===== src/rtl/uart_rx_multi_if.sv =====
// ---------------------------------------------------------------------------
// uart_rx_multi_if
// Stream bundle carrying received UART words out of uart_rx_multi.
//   m_data       : head-of-FIFO data word
//   m_frame_err  : head entry had a stop bit sampled 0
//   m_parity_err : head entry failed the parity check
//   m_valid      : FIFO not empty
//   m_ready      : consumer accepts the head entry
// master = receiver side, slave = consumer side.
// ---------------------------------------------------------------------------
interface uart_rx_multi_if #(
    parameter int unsigned DATA_BITS = 8
);
    logic [DATA_BITS-1:0] m_data;
    logic                 m_frame_err;
    logic                 m_parity_err;
    logic                 m_valid;
    logic                 m_ready;

    modport master (
        output m_data,
        output m_frame_err,
        output m_parity_err,
        output m_valid,
        input  m_ready
    );

    modport slave (
        input  m_data,
        input  m_frame_err,
        input  m_parity_err,
        input  m_valid,
        output m_ready
    );
endinterface


===== src/rtl/uart_rx_multi.sv =====
// ---------------------------------------------------------------------------
// uart_rx_multi
// Oversampling UART receiver running in the system_clk domain, with
// configurable frame format (5-9 data bits, none/odd/even parity, 1 or 2
// stop bits), 3-sample majority voting, framing/parity/break detection and a
// small output FIFO.
// Ports:
//   system_clk  : clock
//   reset       : synchronous, active-low reset
//   i_rx        : asynchronous serial line, idle high
//   m_if        : output stream (data, error flags, valid/ready)
//   o_overrun   : 1-cycle pulse, completed frame dropped (FIFO full)
//   o_break_det : 1-cycle pulse, line break detected
//   o_busy      : receive FSM not idle
// ---------------------------------------------------------------------------
module uart_rx_multi #(
    parameter int unsigned CLK_DIV    = 54,
    parameter int unsigned OVERSAMPLE = 16,
    parameter int unsigned DATA_BITS  = 8,
    parameter int unsigned PARITY     = 0,
    parameter int unsigned STOP_BITS  = 1,
    parameter int unsigned FIFO_DEPTH = 4
) (
    input  logic                    system_clk,
    input  logic                    reset,
    input  logic                    i_rx,
    uart_rx_multi_if.master         m_if,
    output logic                    o_overrun,
    output logic                    o_break_det,
    output logic                    o_busy
);

    localparam int unsigned CW = $clog2(CLK_DIV);
    localparam int unsigned TW = $clog2(OVERSAMPLE);
    localparam int unsigned BW = $clog2(DATA_BITS);
    localparam int unsigned AW = $clog2(FIFO_DEPTH);
    localparam int unsigned EW = DATA_BITS + 2;

    localparam logic [CW-1:0] CNT_LAST  = CW'(CLK_DIV - 1);
    localparam logic [TW-1:0] TC_SMP0   = TW'(OVERSAMPLE / 2 - 1);
    localparam logic [TW-1:0] TC_SMP1   = TW'(OVERSAMPLE / 2);
    localparam logic [TW-1:0] TC_DEC    = TW'(OVERSAMPLE / 2 + 1);
    localparam logic [TW-1:0] TC_LAST   = TW'(OVERSAMPLE - 1);
    localparam logic [BW-1:0] BIT_LAST  = BW'(DATA_BITS - 1);
    localparam logic          STOP_LAST = 1'(STOP_BITS - 1);

    typedef enum logic [2:0] {
        StIdle,
        StStart,
        StData,
        StParity,
        StStop,
        StBreak
    } state_t;

    // Receive path state
    logic [1:0]           r_sync;
    state_t               r_state;
    logic [CW-1:0]        r_clk_cnt;
    logic [TW-1:0]        r_tc;
    logic [BW-1:0]        r_bit_idx;
    logic                 r_stop_idx;
    logic [1:0]           r_smp;
    logic [DATA_BITS-1:0] r_shift;
    logic                 r_frame_err;
    logic                 r_parity_err;
    logic                 r_all_zero;
    logic                 r_overrun;
    logic                 r_break_det;

    // FIFO state; entry layout is {frame_err, parity_err, data}
    logic [EW-1:0]        r_mem [FIFO_DEPTH];
    logic [AW:0]          r_wptr;
    logic [AW:0]          r_rptr;

    logic                 w_rxs;
    logic                 w_tick;
    logic                 w_decide;
    logic                 w_wrap;
    logic                 w_bit;
    logic                 w_last_stop;
    logic                 w_break;
    logic                 w_push;
    logic                 w_par_err;
    logic                 w_frame_err;
    logic                 w_empty;
    logic                 w_full;
    logic                 w_pop;
    logic                 w_wr;
    logic [EW-1:0]        w_head;

    assign w_rxs    = r_sync[1];
    assign w_tick   = (r_state != StIdle) && (r_clk_cnt == CNT_LAST);
    assign w_decide = w_tick && (r_tc == TC_DEC);
    assign w_wrap   = w_tick && (r_tc == TC_LAST);

    // Third sample is the live line value on the decision tick
    assign w_bit = (r_smp[0] & r_smp[1]) | (r_smp[0] & w_rxs) | (r_smp[1] & w_rxs);

    // Odd parity: data+parity XOR must be 1; even: must be 0
    assign w_par_err = (PARITY == 1) ? ~(^r_shift ^ w_bit) : (^r_shift ^ w_bit);

    assign w_last_stop = (r_state == StStop) && w_decide && (r_stop_idx == STOP_LAST);
    assign w_break     = w_last_stop && r_all_zero && !w_bit;
    assign w_push      = w_last_stop && !w_break;
    assign w_frame_err = r_frame_err | ~w_bit;

    assign w_empty = (r_wptr == r_rptr);
    assign w_full  = (r_wptr == {~r_rptr[AW], r_rptr[AW-1:0]});
    assign w_pop   = !w_empty && m_if.m_ready;
    assign w_wr    = w_push && (!w_full || w_pop);
    assign w_head  = r_mem[r_rptr[AW-1:0]];

    assign m_if.m_valid      = !w_empty;
    assign m_if.m_data       = w_empty ? '0 : w_head[DATA_BITS-1:0];
    assign m_if.m_parity_err = w_empty ? 1'b0 : w_head[DATA_BITS];
    assign m_if.m_frame_err  = w_empty ? 1'b0 : w_head[DATA_BITS+1];
    assign o_overrun         = r_overrun;
    assign o_break_det       = r_break_det;
    assign o_busy            = (r_state != StIdle);

    always_ff @(posedge system_clk) begin
        if (!reset) begin
            r_sync       <= 2'b11;
            r_state      <= StIdle;
            r_clk_cnt    <= '0;
            r_tc         <= '0;
            r_bit_idx    <= '0;
            r_stop_idx   <= 1'b0;
            r_smp        <= 2'b11;
            r_shift      <= '0;
            r_frame_err  <= 1'b0;
            r_parity_err <= 1'b0;
            r_all_zero   <= 1'b1;
            r_overrun    <= 1'b0;
            r_break_det  <= 1'b0;
        end else begin
            r_sync      <= {r_sync[0], i_rx};
            r_overrun   <= w_push && w_full && !w_pop;
            r_break_det <= w_break;

            // Divider stays at 0 while idle so tick phase aligns to the start edge
            if (r_state == StIdle || w_tick) begin
                r_clk_cnt <= '0;
            end else begin
                r_clk_cnt <= r_clk_cnt + CW'(1);
            end

            if (w_tick) begin
                r_tc <= (r_tc == TC_LAST) ? '0 : r_tc + TW'(1);
                if (r_tc == TC_SMP0) r_smp[0] <= w_rxs;
                if (r_tc == TC_SMP1) r_smp[1] <= w_rxs;
            end

            unique case (r_state)
                StIdle: begin
                    r_tc <= '0;
                    if (!w_rxs) begin
                        r_state      <= StStart;
                        r_bit_idx    <= '0;
                        r_stop_idx   <= 1'b0;
                        r_frame_err  <= 1'b0;
                        r_parity_err <= 1'b0;
                        r_all_zero   <= 1'b1;
                    end
                end
                StStart: begin
                    if (w_decide && w_bit) begin
                        r_state <= StIdle;
                    end else if (w_wrap) begin
                        r_state <= StData;
                    end
                end
                StData: begin
                    if (w_decide) begin
                        r_shift <= {w_bit, r_shift[DATA_BITS-1:1]};
                        if (w_bit) r_all_zero <= 1'b0;
                    end
                    if (w_wrap) begin
                        if (r_bit_idx == BIT_LAST) begin
                            r_state <= (PARITY != 0) ? StParity : StStop;
                        end else begin
                            r_bit_idx <= r_bit_idx + BW'(1);
                        end
                    end
                end
                StParity: begin
                    if (w_decide) begin
                        r_parity_err <= w_par_err;
                        if (w_bit) r_all_zero <= 1'b0;
                    end
                    if (w_wrap) r_state <= StStop;
                end
                StStop: begin
                    if (w_decide) begin
                        if (!w_bit) r_frame_err <= 1'b1;
                        if (w_bit) r_all_zero <= 1'b0;
                        // Leave on the last decision rather than the bit end so a
                        // slightly fast sender's next start edge is not missed
                        if (r_stop_idx == STOP_LAST) begin
                            r_state <= w_break ? StBreak : StIdle;
                        end
                    end else if (w_wrap) begin
                        r_stop_idx <= r_stop_idx + 1'b1;
                    end
                end
                StBreak: begin
                    if (w_rxs) r_state <= StIdle;
                end
                default: r_state <= StIdle;
            endcase
        end
    end

    always_ff @(posedge system_clk) begin
        if (!reset) begin
            r_wptr <= '0;
            r_rptr <= '0;
        end else begin
            if (w_wr) r_wptr <= r_wptr + (AW+1)'(1);
            if (w_pop) r_rptr <= r_rptr + (AW+1)'(1);
        end
    end

    // Storage needs no reset: outputs are masked while the FIFO is empty
    always_ff @(posedge system_clk) begin
        if (w_wr) begin
            r_mem[r_wptr[AW-1:0]] <= {w_frame_err, r_parity_err, r_shift};
        end
    end

endmodule


===== src/flat_wrapper.sv =====
// flat-port wrapper written by rule: the top's interface ports become plain ports
module uart_rx_multi_flat 
#(
    parameter int unsigned CLK_DIV    = 54,
    parameter int unsigned OVERSAMPLE = 16,
    parameter int unsigned DATA_BITS  = 8,
    parameter int unsigned PARITY     = 0,
    parameter int unsigned STOP_BITS  = 1,
    parameter int unsigned FIFO_DEPTH = 4
)
  (system_clk, reset, i_rx, o_overrun, o_break_det, o_busy, m_if_m_data, m_if_m_frame_err, m_if_m_parity_err, m_if_m_valid, m_if_m_ready);
  uart_rx_multi_if #(.DATA_BITS(DATA_BITS)) m_if_i ();
  input  logic system_clk;
  input  logic reset;
  input  logic i_rx;
  output logic o_overrun;
  output logic o_break_det;
  output logic o_busy;
  output wire logic [$bits(m_if_i.m_data)-1:0] m_if_m_data;
  output wire logic [$bits(m_if_i.m_frame_err)-1:0] m_if_m_frame_err;
  output wire logic [$bits(m_if_i.m_parity_err)-1:0] m_if_m_parity_err;
  output wire logic [$bits(m_if_i.m_valid)-1:0] m_if_m_valid;
  input wire logic [$bits(m_if_i.m_ready)-1:0] m_if_m_ready;
  assign m_if_m_data = m_if_i.m_data;
  assign m_if_m_frame_err = m_if_i.m_frame_err;
  assign m_if_m_parity_err = m_if_i.m_parity_err;
  assign m_if_m_valid = m_if_i.m_valid;
  assign m_if_i.m_ready = m_if_m_ready;
  uart_rx_multi #(.CLK_DIV(CLK_DIV), .OVERSAMPLE(OVERSAMPLE), .DATA_BITS(DATA_BITS), .PARITY(PARITY), .STOP_BITS(STOP_BITS), .FIFO_DEPTH(FIFO_DEPTH)) u_core (.system_clk(system_clk), .reset(reset), .i_rx(i_rx), .m_if(m_if_i), .o_overrun(o_overrun), .o_break_det(o_break_det), .o_busy(o_busy));
endmodule

===== config.mk =====
export PLATFORM = sky130hd
export DESIGN_NAME = uart_rx_multi_flat
export DESIGN_NICKNAME = d
export VERILOG_FILES = /design/src/rtl/uart_rx_multi_if.sv /design/src/rtl/uart_rx_multi.sv /design/src/flat_wrapper.sv
export SDC_FILE = /design/constraint.sdc
export NUM_CORES = 1
export LEC_CHECK = 0
export CAP_MARGIN = 20
export CORE_MARGIN = 4
export CORE_UTILIZATION = 32
export CTS_CLUSTER_SIZE = 20
export DETAILED_ROUTE_END_ITERATION = 10
export GPL_TIMING_DRIVEN = 1
export PLACE_DENSITY = 0.44
export SYNTH_ARGS = -nofsm -noshare
export SYNTH_HDL_FRONTEND = slang
export SYNTH_SLANG_ARGS = --single-unit

===== constraint.sdc =====
create_clock -name system_clk -period 3.8 [get_ports system_clk]
set_input_delay 0.76 -clock system_clk [delete_from_list [all_inputs] [get_ports system_clk]]
set_output_delay 0.76 -clock system_clk [all_outputs]
set_load 0.005 [all_outputs]

== Word level (Yosys, flattened, before mapping) ==
Memories as Yosys holds them, arrays and structs flattened. A register that Yosys moved wholly into a read port is not among the register bits.
Index checks and enable logic that the tools add are counted.
Word-level totals
  flip-flop bits (word level): 40
  bits in latches: 0
  bits in writable memories: 40
  bits in read-only memories: 0
  output and inout port bits: 14
  memories kept: 1
Cells by class
  $add $sub $neg: 6
  multipliers: 0
  div/mod/pow operators: 0
  $lt $le $gt $ge: 0
  equal/unequal tests: 28
  shift operators: 0
  multiplexer cells: 36
  bitwise logic cells: 11
  reduce and logical (&&, ||, !) cells: 39
Memories
  u_core.r_mem: depth 4, bits a word 10, rd ports 1, clocked after Yosys merged registers in 1, write ports 1, RTL line uart_rx_multi.sv:72  | logic [EW-1:0] r_mem [FIFO_DEPTH];
Operators with widths (number)
  $mux 3: 13
  $ne 2x1->1 const B: 9
  $pmux 3 s6: 1
  $reduce_and 4->1: 4
  $logic_and 1x1->1: 13
  $mux 1: 13
  $eq 4x4->1 const B: 3
  $ne 2x2->1 const B: 5
  $add 3x1->3 const B: 3
  $eq 3x3->1 const B: 3
  $mux 8: 1
  $pmux 1 s2: 4
  $reduce_and 8->1: 1
  $reduce_bool 2->1: 4
  $reduce_xor 8->1: 1
  $add 6x1->6 const B: 1
  $eq 3x2->1 const B: 2
  $eq 3x3->1: 2
  $eq 6x6->1 const B: 1
  $pmux 3 s2: 1
  $reduce_and 2->1: 3
  $logic_not 1->1: 5
  $add 4x1->4 const B: 1
  $eq 4x3->1 const B: 1
  other kinds (15): 25

== Depth between registers and ports, before layout ==
Gate-level depths: netlist of run 1.
  depth in word-level cells: 12
  gate-level depth with buffers: 7

== Least setup slack after synthesis of run 1 ==
No wires, ideal clock.
  path kind: reg2out
  start point: register (tool-made name)
  end point: output m_if_m_data[0]
  arrival: 1531 ps
  required time: 3040 ps
  slack: 1509 ps
  cell stages (with the launch flop): 4
  buffers on the path: 1
  cells stage by stage: dfxtp_1 > clkbuf_1 > mux4_2 > and2_1
RTL lines
  to (decl): RTL line flat_wrapper.sv:19  | output wire logic [$bits(m_if_i.m_data)-1:0] m_if_m_data;

==> results of run 1 <==
## final timing paths
check	end	cells after the start
worst max-delay path	m_if_m_data[4]	3
worst min-delay path	u_core.r_sync[1]	1
worst min register to register	u_core.r_sync[1]	1
worst max register to register	u_core.r_mem[3][7]	4
## placed cells by master, fill, tap and decap left out, types with 3 or more instances in the layout
master           netlist  final
xor2_1                 9      9
nand2_1               17     17
nand3_1                5      5
nor2b_1               11     11
inv_1                  8      8
or3b_1                 3      3
a21boi_1               3      3
edfxtp_1              40     40
clkbuf_16              0      9
o21ai_0                6      6
clkdlybuf4s50_1        0     17
nand2b_1               5      5
nor3_1                 3      3
dfxtp_1               42     42
mux4_2                10     10
nand4_1                4      4
and2_1                20     20
xnor2_1               12     12
inv_6                  0      3
mux2i_1               12     12
ha_1                  12     12
nor2_1                17     17
## routing by layer
metal | track usage | vias up | wire length [microns]
met5 | 0 | - | 0
met4 | 0.0423 | 0 | 52
met1 | 0.147 | 1045 | 3250
met2 | 0.173 | 34 | 3010
met3 | 0.0253 | 5 | 212
li1 | - | 1078 | -
## cell families after synthesis
| kind of cell | Yosys count | share of synthesized area |
|---|---|---|
| AND/OR/NAND/NOR | 109 | 0.180 |
| flip-flops | 82 | 0.558 |
| AO/OA/AOI/OAI | 22 | 0.0407 |
| XOR/XNOR | 22 | 0.0564 |
| multiplexers | 22 | 0.0944 |
| buffers and inverters | 20 | 0.0270 |
| adder cells (fa/ha/maj) | 13 | 0.0438 |
## through the flow
| step | cells | setup slack (ps) |
|---|---|---|
| after floorplan | 290 | 1510 |
| after global placement | 437 | 962 |
| after detailed placement | 437 | 975 |
| after CTS | 453 | 674 |
| after global routing | 453 | 540 |
| final | 453 | 755 |
## sequential cells by signal (all words and copies together), names as in the netlist, named ones only
name                 flops
u_core.o_break_det       1
u_core.o_overrun         1
u_core.r_all_zero        1
u_core.r_bit_idx         3
u_core.r_clk_cnt         6
u_core.r_frame_err       1
u_core.r_mem            40
u_core.r_parity_err      1
u_core.r_rptr            3
u_core.r_shift           8
u_core.r_smp             2
u_core.r_state           3
u_core.r_stop_idx        1
u_core.r_sync            2
u_core.r_tc              4
u_core.r_wptr            3
## power by group through the flow
| stage | Clock, W | Sequential, W | Combinational, W |
|---|---|---|---|
| after detailed placement | 0 | 0.000946 | 0.0000422 |
| after floorplan | 0 | 0.000945 | 0.0000287 |
| after CTS | 0.000910 | 0.000927 | 0.0000424 |
| after global routing | 0.000955 | 0.000927 | 0.0000469 |
| final | 0.000881 | 0.000927 | 0.0000420 |
| after global placement | 0 | 0.000947 | 0.0000431 |
## worst reg2reg max path: cells and delay by family (launching register included)
family	cells	cell delay, ps
AND/OR/NAND/NOR	4	1660
flip-flops	1	480
## layout make-up
cell class	count	area share
timing repair buffer	18	0.0418
clock inverter	7	0.0194
tap	140	0.0412
multi-input combinational	188	0.357
inverter	9	0.00794
sequential	82	0.480
clock buffer	9	0.0529
==> impl_metrics.yaml, run 1 <==
power_and_ir_drop:
  total_power_w: 0.00185
  combPwrFrac: 0.023
  power_density_mw_per_mm2: 435
  clkPwrFrac: 0.476
  p_sw_w: 0.000390
  ir_drop_mv: 0.203
  intPower_w: 0.00146
  switching_share: 0.211
  seqPwrFrac: 0.501
  leakagePower_nw: 1.49
finish:
  ff_latch_area_sq_mm: 0.00204
  multi_input_area_sq_mm: 0.00152
  final_util: 0.386
  syn_to_final_growth_pct: 16.3
  final_layout_size_suffix_gt1_frac: 0.131
  nNetsFinal: 324
  n_antenna_cell: 0
  fillers: 1077
  final_cell_area_sq_mm: 0.00425
clock_tree:
  cts_buffers: 9
  clockBufferDepth: 2
  ctsRootBufferMaster: "clkbuf_16"
  clk_latency_ps: 330
  postCtsResizedCells: 0
  clk_pin_slew_ps: 60
  cts_num_sinks: 82
  postCtsHoldBufs: 0
  cts_tree: "yes"
  htreeDepth: 3
  post_cts_buffers: 0
route:
  vias: 2162
  vias_per_cell: 4.77
  drc: 0
  routed_wl_microns: 6530
  wl_per_cell_microns: 14.4
  drt_iter0_markers: 53
  route.antenna.remaining_nets: 0
  first_pass_iters: 5
grt:
  grt_max_degree: 32
  grt-ovfl-total: 0
  grt_use_total: 0.110
  grt_pass1_vias: 2206
  grt_pass1_wl_microns: 11300
  grt_antenna_before_repair: 0
place:
  place_area_sq_mm: 0.00395
  dp_hpwl_microns: 4530
  io_buffers: 17
  place_congestion: 0.715
critical_path:
  crit_path_end_kind: "primary output"
  reg2reg_from: "u_core.r_state[2]"
  criticalPathCategory: "reg2out"
  path_buf_inv: 1
  worstPathArrival_ps: 2280
  path_max_fanout: 10
  critPathTopFamily: "flip-flops"
  r2r_slack_ps: 1290
  cpMaxStageDelayCell: "dfxtp_1"
  start_kind: "flip-flop"
  crit_chain: "mux4_2 > and2_1 > clkdlybuf4s50_1"
  worstPathRequired_ps: 3040
  max_stage_delay_ps: 760
synth:
  yosysMostFrequentCell: "dfxtp_1"
  synth_commonest_cells: "dfxtp_1, edfxtp_1, and2_1"
  synth-main-ff-cell: "dfxtp_1"
  synthCells: 290
  synth_edf_count: 40
  synth.area.top_cells: "edfxtp_1, dfxtp_1, mux4_2, ha_1, and2_1"
  syn_area_sq_mm: 0.00366
  ys_seq_area_frac: 0.558
  ys_ff_latch: 82
  synth_top_cell_by_area: "edfxtp_1"
  synth.distinct_cells: 54
  syn_nets: 306
  synthArstFlopShare: 0
  synth_area_per_cell_sq_um: 12.6
  synth_warnings: 0
  netlist.area_leader.share: 0.328
timing:
  fin_crit_sh: 0.801
  finalSetupViolations: 0
  finalMaxSlewViolations: 0
  setup-tns-final_ps: 0
  fin_crit_ps: 3040
  rsz0062_at_grt: "false"
  hold_ws_ps: 415
  worst_pin_slew_ps: 865
  clock.fmax_mhz: 328
  slew_headroom: 0.418
  hold_viol: 0
  fin_skew_ps: 6.65
job:
  drv_cap: 0
die:
  fp.coreArea_sq_mm: 0.0110
  rows: 38
  start_util: 0.332
  die_area_sq_mm: 0.0132
  die_h_microns: 115
  die_w_microns: 115
  io_pins: 18
outcome:
  status: "finished clean"
hold_path:
  hold_path_startpoint: "u_core.r_sync[0]"
  min_path_type: "reg2reg"
Power figures use the tool's default switching activity.
==> run 2: changes to the inputs <==
Clock period 3.8 ns to 3 ns, I/O delays scaled along.
==> run 2 against run 1 <==
  * Die area unchanged
  * Critical path depth grew 1
  * First-iteration DRC count is 60% higher
  * Core utilization rose by 0.22 points
  * Sequential share of layout area fell by 0.27 points
  * Count of clock-buffer cells in the layout did not move
  * Flip-flop and latch count unchanged
  * Combinational power up 26%
  * Global-route usage decreased by 0.36 points
  * Non-clock buffer count rose by 3
  * Total power grew 28%
  * Final cell count rose by 0.66%
==> impl_metrics.yaml, run 2 (synthesis results as in run 1) <==
finish:
  final_cell_area_sq_mm: 0.00428
  largest_reg_flops: 40
  final_cells: 456
  fillers: 1075
  final_util: 0.388
  final_cell_mix: "dfxtp_1, edfxtp_1, and2_1"
  final_layout_size_suffix_gt1_frac: 0.139
  layout_commonest_cell: "dfxtp_1"
  n_antenna_cell: 0
  nNetsFinal: 327
  syn_to_final_growth_pct: 16.9
clock_tree:
  clk_latency_ps: 340
  ctsRootBufferMaster: "clkbuf_16"
  cts_buffers: 9
  postCtsHoldBufs: 0
  postCtsResizedCells: 0
  htreeDepth: 3
  cts_num_sinks: 82
  clk_pin_slew_ps: 60
  post_cts_buffers: 0
  cts_tree: "yes"
  clockBufferDepth: 2
die:
  rows: 38
  die_h_microns: 115
  die_w_microns: 115
  start_util: 0.332
  fp.coreArea_sq_mm: 0.0110
  io_pins: 18
  die_area_sq_mm: 0.0132
place:
  io_buffers: 17
  dp_hpwl_microns: 4570
  place_congestion: 0.783
  dp_cells: 440
  place_area_sq_mm: 0.00397
grt:
  grt_pass1_vias: 2200
  grt.met2_usage: 0.160
  grt_use_total: 0.106
  grt_pass1_wl_microns: 11000
  grt_max_degree: 33
  busiest_layer: "met2"
  grtUsageMet1: 0.146
  grt_antenna_before_repair: 0
  grt_use_met3: 0.0221
  grt-ovfl-total: 0
timing:
  fin_crit_ps: 2710
  hold_viol: 0
  fin_crit_sh: 0.902
  slew_headroom: 0.567
  fin_skew_ps: 9.00
  finalMaxSlewViolations: 0
  clock.fmax_mhz: 369
  rsz0062_at_grt: "false"
  worst_pin_slew_ps: 641
  hold_ws_ps: 426
  setup-tns-final_ps: 0
  finalSetupViolations: 0
route:
  wl_per_cell_microns: 14.1
  drc: 0
  route.antenna.remaining_nets: 0
  routed_wl_microns: 6410
  drt_iter0_markers: 85
  vias_per_cell: 4.69
  first_pass_iters: 4
  vias: 2140
power_and_ir_drop:
  ir_drop_mv: 0.278
  leakagePower_nw: 1.51
  power_density_mw_per_mm2: 552
critical_path:
  criticalPathCategory: "reg2out"
  worstPathRequired_ps: 2400
  worstPathArrival_ps: 2110
  crit_path_end_kind: "primary output"
  start_kind: "flip-flop"
  path_max_fanout: 13
outcome:
  status: "finished clean"
hold_path:
  min_path_type: "reg2reg"
job:
  drv_cap: 0
## run 2: per-stage QoR
| step | setup WS [ps] | power, W |
|---|---|---|
| 6_report | 294 | 0.00236 |
| 5_1_grt | 157 | 0.00245 |
| 4_1_cts | 252 | 0.00240 |
| 3_5_place_dp | 411 | 0.00125 |
| 3_3_place_gp | 480 | 0.00125 |
| 2_1_floorplan | 869 | 0.00123 |
## run 2: path summary, 6_finish.rpt
path	start	slack (ps)	cells past startpoint	end
worst max-delay path	u_core.r_wptr[1]	290	4	m_if_m_frame_err
worst min-delay path	u_core.r_sync[0]	430	1	u_core.r_sync[1]
worst max register to register	u_core.r_state[2]	570	4	u_core.r_mem[0][8]
worst min register to register	u_core.r_sync[0]	430	1	u_core.r_sync[1]
## run 2: worst max-delay path: stages, from the launching register on
cell	delay, ps
dfxtp_1	370
xor2_1	190
or3_1	560
and2_1	210
clkdlybuf4s50_1	450
## run 2: cell type report
type,count,area (sq um),area share
Sequential cell,82,2040,0.477
Multi-Input combinational cell,188,1520,0.355
Tap cell,140,175,0.0409
Timing Repair Buffer,21,200,0.0468
Inverter,9,33.8,0.00790
Clock buffer,9,225,0.0526
Clock inverter,7,83.8,0.0196
## run 2: per-layer routing
| metal | vias up | routed length, microns |
|---|---|---|
| met3 | 13 | 174 |
| li1 | 1083 | - |
| met2 | 22 | 2850 |
| met4 | 0 | 135 |
| met5 | - | 0 |
| met1 | 1022 | 3250 |
## run 2: report_power, final
part           internal [W]  total (W)  switching, W  leakage, nW
Sequential          0.00117    0.00117    0.00000710        0.729
Combinational     0.0000240  0.0000530     0.0000290        0.631
Clock              0.000661    0.00114      0.000475        0.149
